[src/rtl/instr_fetch_unit_pkg.sv]
// instr_fetch_unit_pkg: shared fetch-state encoding, queue entry layout and branch target helper.
package instr_fetch_unit_pkg;

    localparam int INSTR_W = 32;
    localparam int PC_W    = 32;
    localparam int OFF_HI  = 23;
    localparam int OFF_LO  = 16;

    typedef enum logic [1:0] {FETCH, IDLE, DRAIN} fetch_state_t;

    typedef struct packed {
        logic [PC_W-1:0]    pc;
        logic [INSTR_W-1:0] instr;
    } fetch_entry_t;

    function automatic logic [OFF_HI-OFF_LO:0] offset_field(input logic [INSTR_W-1:0] instr);
        return instr[OFF_HI:OFF_LO];
    endfunction

    // Redirect is relative to the instruction after the branch; wraps at 32 bits.
    function automatic logic [PC_W-1:0] branch_target(input logic [PC_W-1:0] pc, input logic [7:0] off);
        return pc + PC_W'(1) + {{(PC_W-8){off[7]}}, off};
    endfunction

endpackage

[src/rtl/instr_queue.sv]
// instr_queue: small synchronous FIFO of {PC, instruction} with flush; head is read combinationally.
module instr_queue
    import instr_fetch_unit_pkg::*;
#(
    parameter int DEPTH = 2
) (
    input  logic                     i_clk,
    input  logic                     i_rst_n,
    input  logic                     i_push,
    input  logic                     i_pop,
    input  logic                     i_flush,
    input  fetch_entry_t             i_wdata,
    output fetch_entry_t             o_rdata,
    output logic                     o_empty,
    output logic                     o_full,
    output logic [$clog2(DEPTH):0]   o_count
);

    localparam int AW = $clog2(DEPTH);

    fetch_entry_t   r_mem [DEPTH];
    logic [AW-1:0]  r_wr;
    logic [AW-1:0]  r_rd;
    logic [AW:0]    r_count;

    always_ff @(posedge i_clk) begin
        if (i_push && !i_flush) r_mem[r_wr] <= i_wdata;
    end

    always_ff @(posedge i_clk or negedge i_rst_n) begin
        if (!i_rst_n) begin
            r_wr    <= '0;
            r_rd    <= '0;
            r_count <= '0;
        end else if (i_flush) begin
            r_wr    <= '0;
            r_rd    <= '0;
            r_count <= '0;
        end else begin
            if (i_push) r_wr <= r_wr + AW'(1);
            if (i_pop)  r_rd <= r_rd + AW'(1);
            r_count <= r_count + (AW+1)'(i_push) - (AW+1)'(i_pop);
        end
    end

    always @(posedge i_clk) begin
        if (i_rst_n) assert (!(i_push && !i_pop && !i_flush && o_full));
    end

    assign o_rdata = r_mem[r_rd];
    assign o_empty = r_count == '0;
    assign o_full  = r_count == (AW+1)'(DEPTH);
    assign o_count = r_count;

endmodule

[src/rtl/instr_fetch_unit.sv]
// instr_fetch_unit: owns the PC, prefetches words over a busy-wait memory handshake
// into a small queue and applies branch redirects from the core.
module instr_fetch_unit
    import instr_fetch_unit_pkg::*;
#(
    parameter logic [31:0] RESET_PC    = 32'd0,
    parameter int          QUEUE_DEPTH = 2,
    parameter int          IMEM_ADDR_W = 10
) (
    input  logic                   CLK,
    input  logic                   RESET,
    output logic [PC_W-1:0]        PC,
    output logic [INSTR_W-1:0]     INSTRUCTION,
    output logic                   INSTR_VALID,
    input  logic                   CPU_STALL,
    input  logic                   BRANCH_TAKEN,
    input  logic [7:0]             BRANCH_OFFSET,
    output logic                   IMEM_READ,
    output logic [IMEM_ADDR_W-1:0] IMEM_ADDRESS,
    input  logic [INSTR_W-1:0]     IMEM_READDATA,
    input  logic                   IMEM_BUSYWAIT
);

    localparam int QW = $clog2(QUEUE_DEPTH);

    fetch_state_t        r_state;
    logic [PC_W-1:0]     r_ptr;
    logic                r_read;
    logic [IMEM_ADDR_W-1:0] r_addr;

    fetch_entry_t        w_head;
    logic                w_empty;
    logic                w_full;
    logic [QW:0]         w_count;
    logic                w_done;
    logic                w_br;
    logic                w_pop;
    logic                w_push;
    logic                w_full_next;
    logic [PC_W-1:0]     w_target;
    logic [PC_W-1:0]     w_ptr_inc;

    assign w_done      = r_read && !IMEM_BUSYWAIT;
    assign w_br        = BRANCH_TAKEN && !w_empty;
    assign w_pop       = !w_empty && !CPU_STALL && !BRANCH_TAKEN;
    assign w_push      = w_done && r_state == FETCH && !w_br;
    assign w_full_next = w_push && (w_pop ? w_full : w_count == (QW+1)'(QUEUE_DEPTH-1));
    assign w_target    = branch_target(w_head.pc, BRANCH_OFFSET);
    assign w_ptr_inc   = r_ptr + PC_W'(1);

    instr_queue #(.DEPTH(QUEUE_DEPTH)) u_queue (
        .i_clk   (CLK),
        .i_rst_n (RESET),
        .i_push  (w_push),
        .i_pop   (w_pop),
        .i_flush (w_br),
        .i_wdata ('{pc: r_ptr, instr: IMEM_READDATA}),
        .o_rdata (w_head),
        .o_empty (w_empty),
        .o_full  (w_full),
        .o_count (w_count)
    );

    // An outstanding request cannot be abandoned, so a redirect during a busy read drains it first.
    always_ff @(posedge CLK or negedge RESET) begin
        if (!RESET) begin
            r_state <= FETCH;
            r_ptr   <= RESET_PC;
            r_read  <= 1'b0;
            r_addr  <= '0;
        end else if (w_br) begin
            r_ptr <= w_target;
            if (r_read && IMEM_BUSYWAIT) begin
                r_state <= DRAIN;
            end else begin
                r_state <= FETCH;
                r_read  <= 1'b1;
                r_addr  <= w_target[IMEM_ADDR_W-1:0];
            end
        end else if (r_state == DRAIN) begin
            if (w_done) begin
                r_state <= FETCH;
                r_addr  <= r_ptr[IMEM_ADDR_W-1:0];
            end
        end else if (r_state == IDLE) begin
            if (w_pop) begin
                r_state <= FETCH;
                r_read  <= 1'b1;
                r_addr  <= r_ptr[IMEM_ADDR_W-1:0];
            end
        end else if (w_done) begin
            r_ptr <= w_ptr_inc;
            if (w_full_next) begin
                r_state <= IDLE;
                r_read  <= 1'b0;
            end else begin
                r_addr <= w_ptr_inc[IMEM_ADDR_W-1:0];
            end
        end else begin
            r_read <= 1'b1;
            r_addr <= r_ptr[IMEM_ADDR_W-1:0];
        end
    end

    assign INSTR_VALID  = !w_empty;
    assign PC           = w_empty ? r_ptr : w_head.pc;
    assign INSTRUCTION  = w_empty ? '0 : w_head.instr;
    assign IMEM_READ    = r_read;
    assign IMEM_ADDRESS = r_addr;

endmodule
[config.mk]
export PLATFORM = sky130hd
export DESIGN_NAME = instr_fetch_unit
export DESIGN_NICKNAME = d
export VERILOG_FILES = /design/src/rtl/instr_fetch_unit_pkg.sv /design/src/rtl/instr_queue.sv /design/src/rtl/instr_fetch_unit.sv
export SDC_FILE = /design/constraint.sdc
export NUM_CORES = 1
export LEC_CHECK = 0
export BUFFER_PORTS_ARGS = -buffer_cell sky130_fd_sc_hd__clkbuf_2
export CELL_PAD_IN_SITES_DETAIL_PLACEMENT = 0
export CELL_PAD_IN_SITES_GLOBAL_PLACEMENT = 1
export CORE_MARGIN = 3
export CORE_UTILIZATION = 45
export DETAILED_ROUTE_END_ITERATION = 12
export HOLD_SLACK_MARGIN = 0.06
export PLACE_DENSITY_LB_ADDON = 0.1
export SYNTH_ARGS = -nofsm -noshare
export SYNTH_HDL_FRONTEND = slang
export SYNTH_HIERARCHICAL = 1
export SYNTH_SLANG_ARGS = --single-unit
[constraint.sdc]
create_clock -name CLK -period 8.5 [get_ports CLK]
set_clock_uncertainty 0.1 [all_clocks]
set_input_delay 0.425 -clock CLK [delete_from_list [all_inputs] [get_ports CLK]]
set_output_delay 0.425 -clock CLK [all_outputs]
set_load 0.02 [all_outputs]
### Word-level counts from Yosys, hierarchy flattened

Memories as Yosys holds them, arrays and structs flattened.
Cells that the tools add are included.
W data, S select, Z words.

| word-level totals | value |
|---|---|
| memories | 1 |
| word-level logic and storage cells | 89 |
| bits in writable memories | 128 |
| register bits after elaboration | 49 |

| cells by class | value |
|---|---|
| $add $sub $neg | 7 |
| multiplexer cells | 37 |
| equality and inequality tests | 12 |
| reduce and logical (&&, ||, !) cells | 25 |

Memories:

| memory | words | width | read ports | clocked after Yosys merged registers in | wr ports | line | text |
|---|---|---|---|---|---|---|---|
| u_queue.r_mem | 2 | 64 | 1 | 0 | 1 | instr_queue.sv:21 | `fetch_entry_t r_mem [DEPTH];` |

Operators with widths:

| operator | count |
|---|---|
| $mux W32 | 6 |
| $mux W10 | 8 |
| $add A32 B1 Y32 const B | 2 |
| $add A32 B32 Y32 | 1 |
| $mux W2 | 9 |
| $mux W1 | 14 |
| $reduce_and A4 Y1 | 3 |
| $logic_and A1 B1 Y1 | 9 |
| $reduce_bool A2 Y1 | 3 |
| $logic_not A1 Y1 | 5 |
| $ne A5 B2 Y1 const B | 1 |
| $eq A2 B1 Y1 const B | 2 |
| $eq A2 B2 Y1 const B | 2 |
| $logic_not A2 Y1 | 2 |
| $ne A2 B1 Y1 const B | 2 |
| $ne A4 B1 Y1 const B | 1 |
| $ne A4 B2 Y1 const B | 1 |
| $reduce_bool A4 Y1 | 1 |
| $ne A3 B1 Y1 const B | 1 |
| $ne A3 B2 Y1 const B | 1 |
| $reduce_and A3 Y1 | 1 |
| $reduce_bool A3 Y1 | 1 |
| $add A1 B1 Y1 const B | 2 |
| $add A2 B1 Y2 | 1 |
| other kinds (2) | 2 |

### Logic depth before layout (Yosys ltp)

| depth | value |
|---|---|
| depth after elaboration | 11 |
| gate-level depth with buffers | 15 |

### Modules after synthesis

The synthesis kept the hierarchy.

Modules (own cells, without submodules):

| module | area an instance (um2) | times used | cells an instance | seq. area each (um2) |
|---|---|---|---|---|
| instr_queue | 5041.1 | 1 | 218 | 3943.8 |
| instr_fetch_unit | 4778.3 | 1 | 585 | 1126.1 |

### Least setup slack after synthesis

No wires, ideal clock.

| path | value |
|---|---|
| path type | register to register |
| start point | register u_queue.r_count[1], in the netlist u_queue/o_count[1] |
| end point | memory u_queue/r_mem[0][0] (netlist bit) (enable) |
| arrival | 6322 ps |
| stages on the path, launching flop included | 9 |
| slack | 1500 ps |
| clock period less this slack | 7000 ps |
| setup time | 578 ps |
| cell sequence | dfrtp_1 nor2_1 clkbuf_1 inv_1 nand2_1 clkinv_1 clkbuf_1 clkbuf_1 nor3b_1 |

| between the ends | value |
|---|---|
| cells in the longest elaborated chain, start to end | 8 |

Ends and longest elaborated chain:

| item | line | text |
|---|---|---|
| start, declared | instr_queue.sv:24 | `logic [AW:0] r_count;` |
| start signal, assigned | instr_queue.sv:42 | `r_count <= r_count + (AW+1)'(i_push) - (AW+1)'(i_pop);` |
| $logic_not A2 Y1 (*) | instr_queue.sv:51 | `assign o_empty = r_count == '0;` |
| named net w_empty | instr_fetch_unit.sv:32 | `logic w_empty;` |
| $logic_not A1 Y1 (*) | - |  |
| named net INSTR_VALID | instr_fetch_unit.sv:14 | `output logic INSTR_VALID,` |
| $logic_and A1 B1 Y1 (*) | instr_fetch_unit.sv:44 | `assign w_br = BRANCH_TAKEN && !w_empty;` |
| named net w_br | instr_fetch_unit.sv:36 | `logic w_br;` |
| $logic_not A1 Y1 (*) | instr_queue.sv:27, instr_fetch_unit.sv:46 |  |
| $logic_and A1 B1 Y1 | instr_fetch_unit.sv:46 | `assign w_push = w_done && r_state == FETCH && !w_br;` |
| $logic_and A1 B1 Y1 (*) | instr_queue.sv:27 | `if (i_push && !i_flush) r_mem[r_wr] <= i_wdata;` |
| $mux W1 (*) | instr_queue.sv:27 |  |
| $mux W1 (not written as such) (*) | instr_queue.sv:27 |  |
| end, declared | instr_queue.sv:21 |  |

Mark *: on every way through the listed nets, which the timed path passes. The rest lies on a longest branch.

==> results.cfg <==
[timing]
hold_violations = 0
period_needed_ns = 4.20
rsz0062_at_grt = no
setup_violations = 0
tns_ns = 0
fin_crit_sh_pct = 49.4
fmax_mhz = 238
tightestPinTransition_ns = 0.936
slew_headroom_pct = 37.6
drv_slew = 0

[cts]
cts_buffer_depth = 2
cts-htree-levels = 4
clk_pin_slew_worst_paths_ns = 0.08
cts-resized-gates = 0
clk_latency_ns = 0.43
numCtsBuffers = 17
clock_sinks = 177
root_buffer = clkbuf_16
cts_tree = done

[global_routing]
grt_max_degree = 69
grt_pass1_wl_mm = 35.9
grt_pass1_vias = 6691
gr-usage-all-layers_pct = 18.9
grt_overflow_total = 0
antenna_found_initial = 0

[pwr]
p_leak_nw = 4.50
ir_drop_mv = 0.264
p_total_w = 0.00454
powerDensity_nw_per_um2 = 403

[synthesis]
synth_warnings = 6
syn_inst = 803
synth_edf_count = 128
netlist.area_leader.share_pct = 39.1
seq_area_frac_synth_pct = 51.6
syn_area_um2 = 9820
synth-main-ff-cell = edfxtp_1
synth_fp_nets = 887
synth.avg_cell_area_um2 = 12.2
async_reset_ff_share_pct = 27.7
yosys.area.top_type = edfxtp_1
synth-seq-cells = 177
yosysUniqueCellTypes = 66
synth_top_cells_by_area = edfxtp_1 (39%), dfrtp_1 (12%), mux2_4 (7.6%)

[placed_design]
place_hpwl_mm = 15.1
gp_congestion = 0.857
placed_cells = 1170
io_buffers = 120

[floorplanning]
row_count = 53
dieArea_um2 = 23600
initial_core_util_pct = 46.3
coreArea_um2 = 21200
die_h_um = 154
dieWidth_um = 154
io_pins = 121

[setup_path]
path_max_fanout = 46
cp-startpoint = u_queue/r_rd
cp-end-kind = flip-flop
rr_startpoint = u_queue/r_rd
arrival_ns = 4.40
path_class = flip-flop to flip-flop
cp.required_ns = 8.70
cp-start-kind = flip-flop

[hold_path]
hold_path_class = primary input to flip-flop
hold_start = IMEM_READDATA[20]

[routing]
first_pass_iters = 5
vias = 6653
drt_iter0_drc = 377
antenna_left = 0
drt-wirelength-per-cell_um = 18.5
drc = 0
routed_wl_mm = 22.2
vias_per_cell = 5.53

[run_status]
status = complete, no violations

[final_layout]
final_cell_mix = edfxtp_1 (128), clkbuf_2 (120), nand2_1 (52), mux2_2 (52), mux2_4 (50)
syn2layout_area_growth_pct = 14.7
drive_gt1_share_pct = 30.1
fillerInstances = 1891
antennaDiodeCount = 0
layout_commonest_cell = edfxtp_1
layout.nets = 999
final_cell_count_no_fill = 1203

[flow_run]
maxCapViolCount = 0
-- power by group --
group          total, W  internal [W]  switching, W
Clock          0.000787      0.000398      0.000389
Sequential      0.00143       0.00123      0.000201
Combinational   0.00232      0.000984       0.00134
Total           0.00454       0.00261       0.00193
-- flip-flops by register name (all words and copies together) (netlist names) --
name / flops
r_ptr: 32
u_queue/r_mem: 128
IMEM_READ: 1
u_queue/r_rd: 1
r_state: 2
IMEM_ADDRESS: 10
u_queue/o_count: 2
u_queue/r_wr: 1
-- cells by family (layout without fill, tap and decap cells) --
family | count (synthesis) | count (layout) | synth area share, %
and+or+nand+nor | 219 | 219 | 11.5
DFF | 177 | 177 | 51.6
AOI/OAI and AO/OA | 150 | 150 | 9.66
muxes | 107 | 107 | 14.2
xor gates and xnor gates | 61 | 61 | 5.58
buffers and inverters | 50 | 175 | 2.45
adders and majority gates | 39 | 39 | 5.05
-- through the flow --
stage          hold slack, ns  utilization (%)  worst slack (ns)  instance area (um2)
6_report               0.0809             53.1              4.30                11300
5_1_grt                0.0621             53.1              4.00                11300
4_1_cts                0.0610             53.1              4.25                11300
3_5_place_dp            0.375             50.2              4.27                10700
3_3_place_gp            0.375             50.2              4.34                10700
2_1_floorplan          0.0294                -              1.50                 9820
-- routing by layer --
layer / share of wire [%] / vias to the layer above / global-route usage [%] / wire (um)
li1: - / 3182 / - / -
met1: 46 / 3275 / 25.9 / 10200
met2: 48 / 171 / 31.2 / 10700
met3: 4.2 / 25 / 3.21 / 943
met4: 1.8 / 0 / 5.38 / 391
met5: 0 / - / 0 / 0
-- what timing repair did --
| action | CTS | global route |
|---|---|---|
| hold buffers | 1 | 0 |
| buffers inserted | 0 | 0 |
| hold endpoints to repair | 44 | 0 |
| setup endpoints to repair | 0 | 0 |
-- area by class of cell --
class / instances / area, um2 / area share [%]
Clock inverter: 15 / 181 / 1.61
Timing Repair Buffer: 128 / 663 / 5.89
Tap cell: 275 / 344 / 3.05
Sequential cell: 177 / 5070 / 45.0
Clock buffer: 17 / 425 / 3.78
Multi-Input combinational cell: 576 / 4520 / 40.1
Inverter: 15 / 56.3 / 0.500
-- final timing paths --
path | end | slack, ns | depth (start not counted)
max | r_ptr[16] | 4.30 | 14
min | u_queue/r_mem[0][20] | 0.08 | 1
max reg2reg | r_ptr[16] | 4.30 | 14
min reg2reg | IMEM_ADDRESS[8] | 0.39 | 1
max in group asynchronous | u_queue/r_rd | 7.19 | 3
min in group asynchronous | r_state[1] | 0.57 | 3
-- synth_stat cells (8+ instances only) --
cell      count
edfxtp_1    128
mux2_2       52
nand2_1      52
mux2_4       50
dfrtp_1      49
nor2_1       45
a21oi_1      40
nor2b_1      39
ha_1         38
xnor2_1      36
o21ai_0      33
nand3_1      24
xor2_1       24
clkbuf_1     22
o21ai_1      15
inv_1        14
nand4_1      13
a21o_1       12
and3_1       11
nor3_1        9
a211oi_1      8
-- worst max-delay path, cell delays in order (launching register included) --
cell	delay [ns]
dfrtp_4	0.66
buf_4	0.75
mux2_4	0.35
inv_1	0.07
ha_1	0.16
inv_1	0.05
fa_1	0.39
a21o_1	0.21
nand3_1	0.11
nand2_2	0.10
o41a_1	0.42
a21oi_1	0.28
o21ai_1	0.14
xnor2_1	0.17
o21ai_1	0.07
Note: power is estimated with default switching activity, not from simulation.
